## src/rtl/multi_channel_change_reporter.sv

```systemverilog
// Watches CHANNEL_COUNT words and, for each word that changed since it was last
// reported, streams an ASCII frame "<letter>:<hex digits>\r\n" over valid/ready.
module multi_channel_change_reporter #(
    parameter int DATA_WIDTH    = 8,
    parameter int CHANNEL_COUNT = 4,
    parameter int CHANNEL_WIDTH = 16
) (
    input  logic                                   clk,
    input  logic                                   reset_n,
    input  logic                                   ena,
    input  logic [CHANNEL_COUNT*CHANNEL_WIDTH-1:0] channel_data,
    input  logic                                   report_all,
    input  logic                                   tx_ready,
    output logic [DATA_WIDTH-1:0]                  output_data,
    output logic                                   output_valid,
    output logic                                   busy
);

    localparam int ND    = (CHANNEL_WIDTH + 3) / 4;
    localparam int SEL_W = (CHANNEL_COUNT > 1) ? $clog2(CHANNEL_COUNT) : 1;
    localparam int IDX_W = (ND > 1) ? $clog2(ND) : 1;

    localparam logic [2:0] S_IDLE  = 3'd0;
    localparam logic [2:0] S_ID    = 3'd1;
    localparam logic [2:0] S_SEP   = 3'd2;
    localparam logic [2:0] S_DIGIT = 3'd3;
    localparam logic [2:0] S_CR    = 3'd4;
    localparam logic [2:0] S_LF    = 3'd5;

    logic [2:0]               state_q, state_d;
    logic [SEL_W-1:0]         sel_q, sel_d;
    logic [SEL_W-1:0]         last_served_q, last_served_d;
    logic [IDX_W-1:0]         idx_q, idx_d;
    logic [ND*4-1:0]          snap_q, snap_d;
    logic [CHANNEL_COUNT-1:0] force_q, force_d;
    logic [CHANNEL_WIDTH-1:0] last_rep_q [CHANNEL_COUNT];
    logic [CHANNEL_WIDTH-1:0] chan       [CHANNEL_COUNT];
    logic [CHANNEL_COUNT-1:0] pending;
    logic [SEL_W-1:0]         pick;
    logic [SEL_W-1:0]         cand;
    logic                     found;
    logic                     start;
    logic                     xfer;
    logic [3:0]               nib;
    logic [7:0]               hex_char;
    logic [7:0]               out_byte;

    genvar gi;
    generate
        for (gi = 0; gi < CHANNEL_COUNT; gi++) begin : g_chan
            assign chan[gi]    = channel_data[gi*CHANNEL_WIDTH +: CHANNEL_WIDTH];
            assign pending[gi] = (chan[gi] != last_rep_q[gi]) | force_q[gi];
            // A report_all arriving with this channel's selection keeps the force set.
            assign force_d[gi] = (ena & report_all) |
                                 (force_q[gi] & ~(start && (pick == SEL_W'(gi))));
        end
    endgenerate

    // Round-robin search starting just after the most recently served channel.
    always_comb begin
        found = 1'b0;
        pick  = last_served_q;
        cand  = '0;
        for (int k = 1; k <= CHANNEL_COUNT; k++) begin
            cand = SEL_W'((int'(last_served_q) + k) % CHANNEL_COUNT);
            if (!found && pending[cand]) begin
                found = 1'b1;
                pick  = cand;
            end
        end
    end

    assign start = ena && (state_q == S_IDLE) && found;
    assign xfer  = ena && output_valid && tx_ready;

    always_comb begin
        state_d       = state_q;
        sel_d         = sel_q;
        last_served_d = last_served_q;
        idx_d         = idx_q;
        snap_d        = snap_q;
        if (start) begin
            state_d       = S_ID;
            sel_d         = pick;
            last_served_d = pick;
            idx_d         = IDX_W'(ND - 1);
            snap_d        = '0;
            snap_d[CHANNEL_WIDTH-1:0] = chan[pick];
        end else if (xfer) begin
            case (state_q)
                S_ID:    state_d = S_SEP;
                S_SEP:   state_d = S_DIGIT;
                S_DIGIT: begin
                    if (idx_q == '0) state_d = S_CR;
                    else             idx_d   = idx_q - 1'b1;
                end
                S_CR:    state_d = S_LF;
                default: state_d = S_IDLE;
            endcase
        end
    end

    always_ff @(posedge clk or negedge reset_n) begin
        if (!reset_n) begin
            state_q       <= S_IDLE;
            sel_q         <= '0;
            last_served_q <= SEL_W'(CHANNEL_COUNT - 1);
            idx_q         <= '0;
            snap_q        <= '0;
            force_q       <= '0;
            for (int i = 0; i < CHANNEL_COUNT; i++) last_rep_q[i] <= '0;
        end else begin
            state_q       <= state_d;
            sel_q         <= sel_d;
            last_served_q <= last_served_d;
            idx_q         <= idx_d;
            snap_q        <= snap_d;
            force_q       <= force_d;
            if (start) last_rep_q[pick] <= chan[pick];
        end
    end

    assign nib      = snap_q[{idx_q, 2'b00} +: 4];
    assign hex_char = (nib < 4'd10) ? (8'h30 + {4'h0, nib}) : (8'h37 + {4'h0, nib});

    // Output is decoded from registered state only, so it freezes with ena low.
    always_comb begin
        out_byte = 8'h00;
        case (state_q)
            S_ID:    out_byte = 8'h41 + {{(8-SEL_W){1'b0}}, sel_q};
            S_SEP:   out_byte = 8'h3A;
            S_DIGIT: out_byte = hex_char;
            S_CR:    out_byte = 8'h0D;
            S_LF:    out_byte = 8'h0A;
            default: out_byte = 8'h00;
        endcase
    end

    assign output_data  = out_byte;
    assign output_valid = (state_q != S_IDLE);
    assign busy         = (state_q != S_IDLE);

endmodule

```

## config.mk

```make
export PLATFORM = sky130hd
export DESIGN_NAME = multi_channel_change_reporter
export DESIGN_NICKNAME = d
export VERILOG_FILES = /design/src/rtl/multi_channel_change_reporter.sv
export SDC_FILE = /design/constraint.sdc
export NUM_CORES = 1
export LEC_CHECK = 0
export ABC_CLOCK_PERIOD_IN_PS = 3200
export CAP_MARGIN = 20
export CORE_MARGIN = 3
export CORE_UTILIZATION = 25
export CTS_CLUSTER_DIAMETER = 100
export DETAILED_ROUTE_END_ITERATION = 8
export PLACE_DENSITY = 0.54
export SLEW_MARGIN = 20
export SYNTH_ARGS = -nofsm -noshare
export SYNTH_HDL_FRONTEND = slang
export SYNTH_SLANG_ARGS = --single-unit
```

## constraint.sdc

```tcl
create_clock -name clk -period 3.2 [get_ports clk]
set_clock_uncertainty 0.2 [all_clocks]
set_input_delay 0.32 -clock clk [delete_from_list [all_inputs] [get_ports clk]]
set_output_delay 0.32 -clock clk [all_outputs]
set_load 0.01 [all_outputs]
```

==> metrics.md, run 1 <==
| Metric | Value |
|---|---|
| Starting density of the core | `25.80%` |
| Seq/Total Area, Yosys | `42.29%` |
| Post-route insts no fill | `935` |
| Final period util | `99.88%` |
| Asr flop ratio synth | `100.0%` |
| #FFs+latches synth | `93` |
| Number of antenna violations at the first check in global routing | `0` |
| DP HPWL | `12860 µm` |
| DR pass1 iterations | `6` |
| Worst-path cell chain | `clkdlybuf4s50_1, xor2_1, nor4_1, nand3_2, or4_4, o2111a_2, nor2_8, buf_6, buf_12, nor3_4, buf_6, clkbuf_16, mux2_4` |
| H-tree depth | `3` |
| Antenna diodes | `0` |
| Synthesized Nets | `542` |
| Post-synth top area share | `41.34%` |
| Most common cell in the netlist | `dfrtp_1` |
| Required @ worst endpoint | `3240 ps` |
| Layout cells sized above 1 | `39.24%` |
| Total power | `6.321 mW` |
| Routed wire length | `16950 µm` |
| Clock Tree Root | `clkbuf_16` |
| Maximum VDD drop | `0.2892 mV` |
| FF/Latch Area | `2331 µm²` |
| Vias | `4441` |
| Crit-path leading delay family | `simple AND/OR/NAND/NOR gates` |
| Final GP Congestion | `0.8292` |
| Crit start category | `primary input` |
| Power Density | `781.0 nW/µm²` |
| Reg clk slew, reported paths | `70 ps` |
| Crit-path max FO | `8` |
| Layout area overhead | `46.90%` |
| Core area | `21350 µm²` |
| Initial detailed-routing violation count | `239` |
| Minimum clock period | `3196 ps` |
| Port-buffer cells | `77` |
| Setup crit end kind | `flip-flop` |
| Worst path slowest cell | `clkdlybuf4s50_1` |
| Number of global-route vias before repair | `4720` |
| # setup viols final | `0` |
| Worst path most repeated cell | `buf_6` |
| Drc violations | `0` |
| GRT Total Usage | `13.99%` |
| Avg Synthesized Cell Area | `11.75 µm²` |
| Critical Path Stages | `13` |
| Reg2reg path depth | `12` |
| Crit path DAT | `3230 ps` |
| Final hold vios | `0` |
| Cells after Synth | `469` |
| Rel. slew slack | `46.16%` |
| Vias/cell | `4.750` |
| Worst-Skew Late Latency | `350 ps` |
| Die Span X | `154.4 µm` |
| Nets | `729` |
| Number of synthesized flops with an enable pin | `0` |
| FP Rows | `53` |
| Leakage | `3.786 nW` |
| Largest cells by area after synthesis | `dfrtp_1 41%, mux2_2 7.8%, xor2_1 6.8%, mux2_4 4.9%, mux2_1 4.3%` |
| Multi-input gate area | `3183 µm²` |
| Synth Warn # | `0` |
| Synth Flop Type | `dfrtp_1` |
| Highest clock rate | `312.9 MHz` |
| Worst min path class | `primary input to flip-flop` |
| Fillers | `2089` |
| GRT overflow | `0` |
| Status | `finished clean` |
| Post-route setup slack | `3.763 ps` |
| DR WL/cell | `18.13 µm` |
| Detail Route Antenna Nets | `0` |
| Final Hold Slack | `180.5 ps` |
| Total CTS buffers | `9` |
| WP buf/inv | `5` |
| CTS tree | `yes` |
| Clock buffer depth | `2` |
| Distinct cells, synth | `55` |
| Post-place instance area | `7301 µm²` |
| Slew Viols, Final | `0` |
| CP Class | `primary input to flip-flop` |
| Final core occ | `37.90%` |
| Die ar. | `23850 µm²` |
| Cell taking the most area after synthesis | `dfrtp_1` |
| First-pass GRT wire length | `26030 µm` |
| Slowest cell delay on critical path | `460 ps` |
| Synth Cell Area | `5509 µm²` |
| CTS sink count | `93` |
| Setup WS pre-CTS | `-470.1 ps` |
| Worst slew pin tran | `807.7 ps` |
| Finished Cell Area | `8093 µm²` |
| Die Y | `154.4 µm` |
| Number of max-cap violations | `0` |
| Top post-synthesis cells by count | `91 x dfrtp_1, 43 x xor2_1, 38 x mux2_2` |
| Largest net degree at the start of global routing | `62` |
| RSZ-0062 raised after global routing | `true` |
| DP Cell Count | `900` |
| Top-Level Pins | `79` |
| Total Neg Setup Slack | `0 ps` |
| Hold Crit Depth | `3` |
-- path summary, 6_finish.rpt --
check                                           startpoint                            to  slack, ps
worst min-delay path                      channel_data[45]    last_rep_q[29]$_DFFE_PN0P_        180
worst max register to register  last_rep_q[49]$_DFFE_PN0P_    last_rep_q[41]$_DFFE_PN0P_         40
worst max-delay path                       channel_data[1]    last_rep_q[41]$_DFFE_PN0P_          4
worst min register to register        force_q[2]$_DFF_PN0_          force_q[2]$_DFF_PN0_        310
max in group asynchronous                          reset_n  last_served_q[1]$_DFFE_PN1P_       1640
min in group asynchronous                          reset_n    last_rep_q[25]$_DFFE_PN0P_        400
-- worst register-to-register path, cell delays in order (launching register included) --
cell and delay [ps]:
dfrtp_1 400, xor2_1 200, nor4_1 350, nand3_2 100, or4_4 460, o2111a_2 330, nor2_8 170, buf_6 130
buf_12 90, nor3_4 30, buf_6 120, clkbuf_16 170, mux2_4 300
-- cell families after synthesis --
group / after synthesis / share of synthesized area [%]
AND/OR/NAND/NOR: 94 / 10.65
other: 1 / 0.06807
AO/OA/AOI/OAI: 85 / 11.45
multiplexers: 89 / 20.05
XOR/XNOR: 66 / 10.49
buffers and inverters: 37 / 4.088
flip-flops: 93 / 42.29
adder cells (fa/ha/maj): 4 / 0.9085
-- metal layers --
metal  vias up  GRT usage, %  wire (µm)
met5         -             0          0
met4         0         3.785        232
met3        16         3.693       1017
met2       118         22.57       7868
met1      2206         18.63       7834
li1       2101             -          -
-- cell usage in the layout (no fill, tap or decap), drive strengths merged, types with 3 or more instances in the layout --
cell,n
dlymetal6s2s,13
buf,122
o211ai,3
a221o,12
mux2,77
nand2b,3
inv,12
nand4,7
dfrtp,91
nor4,10
a211oi,14
a21oi,8
nand2,26
a31oi,12
clkdlybuf4s50,61
mux4,4
xor2,43
nand3,19
o221ai,4
nor2,11
nor3,8
xnor2,23
clkbuf,15
mux2i,8
o21ai,22
ha,4
-- cell type report --
type | count | area share, %
repair buffers | 202 | 23.79
well taps | 275 | 4.252
clock buffers | 12 | 3.046
flip-flops and latches | 93 | 28.80
clock inverters | 3 | 0.2628
inverters | 11 | 0.5102
multi-input cells | 339 | 39.33
-- repair_timing --
action,4_1_cts,5_1_grt
pin swaps,1,21
gates cloned,0,3
buffers inserted,4,12
hold buffers,1,0
hold endpoints to repair,57,0
resized for setup,6,80
endpoints found under the setup margin,31,83
-- where the power goes --
part	internal [mW]	total, mW	switching [mW]	leakage, nW
Sequential	1.65	2.04	0.383	1.18
Combinational	1.82	3.27	1.45	2.47
Clock	0.546	1.01	0.465	0.129
Total	4.02	6.32	2.30	3.79
-- state kept, by name, indices dropped and copies added (netlist names) --
name and cells:
last_rep_q 64, snap_q 16, idx_q 2, sel_q 2
state_q 3, last_served_q 2, force_q 4
No activity file was read; power rests on OpenSTA's default activity.
==> run 2: changes to the inputs <==
- CORE_MARGIN: 3 -> default
- MAX_ROUTING_LAYER: default -> met4
==> run 2 against run 1 <==
Compared with the run above:
- cell count down 0.96%
- count of clock-buffer cells in the layout unchanged
- via count about the same
- critical path type unchanged
- critical endpoint is now last_rep_q[47]$_DFFE_PN0P_
- largest cell class unchanged
==> metrics.md, run 2 (synthesis gave the netlist of run 1 again) <==
| Metric | Value |
|---|---|
| Status | `finished clean` |
| Crit-path leading delay family | `simple AND/OR/NAND/NOR gates` |
| RSZ-0062 raised after global routing | `true` |
| DR WL/cell | `17.89 µm` |
| H-tree depth | `3` |
| Met1 Use GR | `20.44%` |
| # setup viols final | `0` |
| Number of max-cap violations | `0` |
| Final GP Congestion | `0.8266` |
| Detail Route Antenna Nets | `0` |
| Die ar. | `22630 µm²` |
| Routed wire length | `16560 µm` |
| Nets | `719` |
| Final period util | `97.88%` |
| Number of global-route vias before repair | `4615` |
| Finished Cell Area | `7939 µm²` |
| Fillers | `2058` |
| Total CTS buffers | `9` |
| Post-place instance area | `7331 µm²` |
| Port-buffer cells | `77` |
| Leakage | `3.684 nW` |
| DP Cell Count | `899` |
| Reg clk slew, reported paths | `70 ps` |
| Slew Viols, Final | `0` |
| Crit-path max FO | `8` |
| Vias | `4437` |
| GR Layer Usage met3 | `3.879%` |
| DR pass1 iterations | `5` |
| Top reg by flops | `last_rep_q` |
| Biggest regs | `last_rep_q (64), snap_q (16), force_q (4)` |
| Initial detailed-routing violation count | `242` |
| Final Hold Slack | `178.5 ps` |
| Number of flip-flops in the largest register | `64` |
| Crit path DAT | `3170 ps` |
| Final hold vios | `0` |
| Top-Level Pins | `79` |
| Number of antenna violations at the first check in global routing | `0` |
| Required @ worst endpoint | `3230 ps` |
| Clock Tree Root | `clkbuf_16` |
| Post-route insts no fill | `926` |
| Power Density | `783.4 nW/µm²` |
| CTS tree | `yes` |
| Most common cell after layout, fill and taps aside | `buf_4` |
| Core area | `21290 µm²` |
| Crit start category | `primary input` |
| Worst-path cell chain | `clkdlybuf4s50_1, xor2_1, nor4_1, nand3_1, or4_4, a21oi_4, nor2_4, buf_6, nor3_4, clkbuf_16, mux2_2` |
| Starting density of the core | `25.88%` |
| Worst min path class | `primary input to flip-flop` |
| Setup crit end kind | `flip-flop` |
| Layout cells sized above 1 | `35.64%` |
| Die Y | `150.4 µm` |
| Worst path slowest cell | `or4_4` |
| Die Span X | `150.4 µm` |
| GRT overflow | `0` |
| Most frequent cells in the layout | `100 x buf_4, 90 x dfrtp_1, 64 x clkdlybuf4s50_1, 43 x xor2_1, 38 x mux2_4` |
| Slowest cell delay on critical path | `490 ps` |
| CP Class | `primary input to flip-flop` |
| CTS sink count | `93` |
| GRT busiest layer | `met2` |
| Layout area overhead | `44.11%` |
| Largest net degree at the start of global routing | `94` |
| Worst slew pin tran | `592.8 ps` |
| Worst-Skew Late Latency | `350 ps` |
| Antenna diodes | `0` |
| First-pass GRT wire length | `25670 µm` |
| FP Rows | `53` |
| Maximum VDD drop | `0.3295 mV` |
| Minimum clock period | `3132 ps` |
| DP HPWL | `12490 µm` |
| GRT Total Usage | `15.67%` |
| Highest clock rate | `319.3 MHz` |
| Rel. slew slack | `60.35%` |
| Clock buffer depth | `2` |
| Vias/cell | `4.792` |
| Drc violations | `0` |
| WP buf/inv | `3` |
| GR Util met2 | `24.47%` |
-- run 2: changes by cell type in the layout (fill, tap and decap cells not counted), sizes merged --
| cell | delta |
|---|---|
| bufinv | +1 |
| clkinvlp | -1 |
| dlygate4sd2 | +2 |
| clkbuf | -2 |
| clkdlybuf4s15 | -1 |
| buf | -8 |
| clkinv | +2 |
| clkdlybuf4s50 | +3 |
| inv | -1 |
| dlymetal6s2s | -4 |
-- run 2: layout make-up --
class,count,area (µm²),share of cell area (%)
multi-input combinational,339,3118,39.28
sequential,93,2331,29.36
timing repair buffer,192,1819,22.92
tap,275,344.1,4.334
clock buffer,12,236.5,2.979
clock inverter,4,48.80,0.6147
inverter,11,41.29,0.5201
-- run 2: path summary, 6_finish.rpt --
kind / cells after the start / startpoint / slack (ps) / to
worst max-delay path: 11 / channel_data[12] / 70 / last_rep_q[47]$_DFFE_PN0P_
worst min-delay path: 3 / channel_data[36] / 180 / last_rep_q[20]$_DFFE_PN0P_
min in group asynchronous: 3 / reset_n / 370 / last_rep_q[63]$_DFFE_PN0P_
max in group asynchronous: 3 / reset_n / 2010 / idx_q[0]$_DFFE_PN0P_
worst max register to register: 10 / last_rep_q[53]$_DFFE_PN0P_ / 70 / last_rep_q[47]$_DFFE_PN0P_
worst min register to register: 2 / snap_q[6]$_DFFE_PN0P_ / 310 / snap_q[6]$_DFFE_PN0P_
-- run 2: per-layer routing --
metal / part of all wire (%) / up-vias
li1: - / 2076
met5: 0 / -
met4: 1.0 / 0
met2: 48 / 120
met3: 5.8 / 11
met1: 45 / 2230
-- run 2: worst register-to-register path, stage by stage (launching register included) --
cell and delay [ps]:
dfrtp_1 400, xor2_1 170, nor4_2 360, nand3_1 120, or4_4 490, a21oi_4 210
nor2_4 80, buf_6 150, nor3_4 280, clkbuf_16 220, mux2_2 330
-- run 2: repair_timing --
action	4_1_cts	5_1_grt
gates cloned	0	1
pin swaps	5	21
resized for setup	9	47
endpoints found under the setup margin	59	84
setup buffers	5	4
endpoints found under the hold margin	91	0
hold buffers	1	0
-- run 2: power breakdown --
part,switching [mW],internal (mW),leakage [nW]
Sequential,0.381,1.65,1.18
Clock,0.457,0.606,0.141
Combinational,1.40,1.72,2.36
Total,2.24,3.98,3.68
-- run 2: stage by stage --
stage               setup slack, ps  util, %  power [mW]  TNS [ps]
global route                 -64.42    37.30       6.631    -997.0
detailed placement           -474.0    34.44       4.879    -32420
CTS                           3.346    36.21       6.080         0
floorplan                     292.3        -       3.848         0
global placement             -443.0    34.44       4.780    -32050
finish                        67.82    37.30       6.219         0
==> run 3: changes to the inputs <==
- CAP_MARGIN: 20 -> 10
- CTS_BUF_LIST: default -> sky130_fd_sc_hd__clkbuf_2
- HOLD_SLACK_MARGIN: default -> 0.05
==> run 3 against run 2 <==
Compared with the run above:
- the flow now finishes with violations (negative setup slack)
- non-clock buffer count grew 13
- combinational power is 11% higher
- clock power decreased by 43%
- utilization grew 1.3 points
- count of clock-buffer cells in the layout is the same
- hold slack gained 20 ps
- cell count up 1.6%
- maximum frequency decreased by 3.6%
- critical path depth unchanged
- critical path type is now flip-flop to flip-flop
- critical endpoint is now last_rep_q[11]$_DFFE_PN0P_
- largest power group unchanged
- highest routed layer unchanged
==> metrics.md, run 3 (synthesis gave the netlist of run 1 again) <==
| Metric | Value |
|---|---|
| Required @ worst endpoint | `3500 ps` |
| Worst-Skew Late Latency | `620 ps` |
| Core area | `21290 µm²` |
| Nets | `733` |
| CP Class | `flip-flop to flip-flop` |
| WP buf/inv | `3` |
| Setup WS pre-CTS | `-474.0 ps` |
| Clock Tree Root | `clkbuf_2` |
| Initial detailed-routing violation count | `245` |
| Worst-path cell chain | `xor2_1, nor4_2, nand3_1, or4_4, or2_4, o211ai_4, buf_12, nor3_4, buf_6, clkbuf_16, mux2_4` |
| RSZ-0062 raised after global routing | `true` |
| # setup viols final | `22` |
| Setup crit end kind | `flip-flop` |
| DR WL/cell | `18.69 µm` |
| Number of max-cap violations | `0` |
| Die ar. | `22630 µm²` |
| Number of global-route vias before repair | `4598` |
| Reg-to-reg endpoint | `last_rep_q[11]$_DFFE_PN0P_` |
| Power Density | `744.8 nW/µm²` |
| DR pass1 iterations | `5` |
| Final hold vios | `0` |
| Crit-path max FO | `8` |
| Status | `finished with violations` |
| Starting density of the core | `25.88%` |
| Leakage | `3.759 nW` |
| Failing checks | `negative setup slack` |
| Post-route setup slack | `-49.74 ps` |
| Minimum clock period | `3250 ps` |
| Biggest regs | `last_rep_q (64), snap_q (16), force_q (4)` |
| Largest net degree at the start of global routing | `94` |
| GRT overflow | `0` |
| Number of flip-flops in the largest register | `64` |
| DP HPWL | `12490 µm` |
| Layout area overhead | `49.19%` |
| Worst min path class | `primary input to flip-flop` |
| H-tree depth | `3` |
| Port-buffer cells | `77` |
| Reg clk slew, reported paths | `260 ps` |
| Crit start category | `flip-flop` |
| Top-Level Pins | `79` |
| Post-place instance area | `7331 µm²` |
| Die Span X | `150.4 µm` |
| Rel. slew slack | `63.46%` |
| Most frequent cells in the layout | `95 x buf_4, 90 x dfrtp_1, 69 x clkdlybuf4s50_1, 64 x mux2_4, 43 x xor2_1` |
| Maximum VDD drop | `0.2654 mV` |
| Clock buffer depth | `2` |
| Routed wire length | `17590 µm` |
| Top reg by flops | `last_rep_q` |
| Final GP Congestion | `0.8266` |
| Layout cells sized above 1 | `42.56%` |
| DP Cell Count | `899` |
| Die Y | `150.4 µm` |
| FP Rows | `53` |
| GRT Total Usage | `15.70%` |
| FF/Latch Area | `2331 µm²` |
| CTS tree | `yes` |
| Hold Crit Depth | `3` |
| Total CTS buffers | `9` |
| Vias/cell | `4.782` |
| Min-Delay Endpoint | `state_q[1]$_DFFE_PN0P_` |
| Post-route insts no fill | `941` |
| Slew Viols, Final | `0` |
| Multi-input gate area | `3344 µm²` |
| Crit-path leading delay family | `simple AND/OR/NAND/NOR gates` |
| Number of antenna violations at the first check in global routing | `1` |
| Worst path slowest cell | `or4_4` |
| Drc violations | `0` |
| Final period util | `101.6%` |
| Most common cell after layout, fill and taps aside | `buf_4` |
| Vias | `4500` |
| Detail Route Antenna Nets | `0` |
| CTS sink count | `93` |
| Min-delay src | `tx_ready` |
| Slowest cell delay on critical path | `490 ps` |
| Crit path DAT | `3550 ps` |
| Fillers | `2053` |
| First-pass GRT wire length | `25650 µm` |
| FF-to-FF Start | `last_rep_q[53]$_DFFE_PN0P_` |
| Finished Cell Area | `8219 µm²` |
| Reg2reg path depth | `11` |
| Flop2flop setup slack | `-50 ps` |
| Highest clock rate | `307.7 MHz` |
| Worst slew pin tran | `545.1 ps` |
| Total power | `6.121 mW` |
==> run 3: cell types whose count changed in the layout (fill, tap and decap cells not counted), moves of 11 or more <==
cell      change
clkbuf_2     +14
mux2_4       +26
mux2_2       -15
mux2_1       -11
==> run 3: repair_timing <==
action,CTS,global route
hold endpoints to repair,93,0
hold buffers,2,0
buffers inserted,4,17
endpoints found under the setup margin,72,83
gates resized for setup,34,95
pin swaps,3,35
gates cloned,0,9
==> run 3: layout make-up <==
| cell class | count | share of cell area, % |
|---|---|---|
| Multi-Input combinational cell | 340 | 40.69 |
| Inverter | 11 | 0.5024 |
| Clock buffer | 12 | 0.7307 |
| Timing Repair Buffer | 205 | 24.90 |
| Tap cell | 275 | 4.186 |
| Clock inverter | 4 | 0.5937 |
| Antenna cell | 1 | 0.03045 |
| Sequential cell | 93 | 28.36 |
==> run 3: metrics by stage <==
step	TNS (ps)	hold slack, ps	utilization, %
after floorplan	0	-175.6	-
after global placement	-32050	209.4	34.44
after detailed placement	-32420	217.9	34.44
after CTS	-168.7	142.3	35.40
after global routing	-5898	137.8	38.61
final	-483.1	198.9	38.61
==> run 3: per-layer routing <==
metal	vias up	track usage [%]	share of wire (%)	routed length, µm
met5	-	-	0	0
met4	0	4.343	1.0	179
met3	12	3.576	6.0	1060
met2	124	24.40	48	8371
met1	2262	20.38	45	7975
li1	2102	-	-	-
==> run 3: how the worst max path moves through the flow <==
stage	cells after the start	end	startpoint
floorplan	9	snap_q[11]$_DFFE_PN0P_	last_rep_q[49]$_DFFE_PN0P_
global placement	11	last_rep_q[50]$_DFFE_PN0P_	channel_data[21]
detailed placement	11	last_rep_q[49]$_DFFE_PN0P_	channel_data[21]
CTS	8	output_data[1]	idx_q[0]$_DFFE_PN0P_
global route	9	output_data[1]	idx_q[0]$_DFFE_PN0P_
finish	11	last_rep_q[11]$_DFFE_PN0P_	last_rep_q[53]$_DFFE_PN0P_
==> run 3: where the power goes <==
part           switching [mW]  total [mW]  internal, mW
logic                    1.55        3.47          1.92
registers               0.404        2.05          1.65
clock network           0.411       0.600         0.189
==> run 3: worst register-to-register path: cells and delay by family, from the launching register on <==
family / cells / cell delay [ps]
buffers and inverters: 3 / 450
AOI/OAI and AO/OA: 1 / 220
xor gates and xnor gates: 1 / 170
DFF: 1 / 460
and+or+nand+nor: 5 / 1320
muxes: 1 / 300
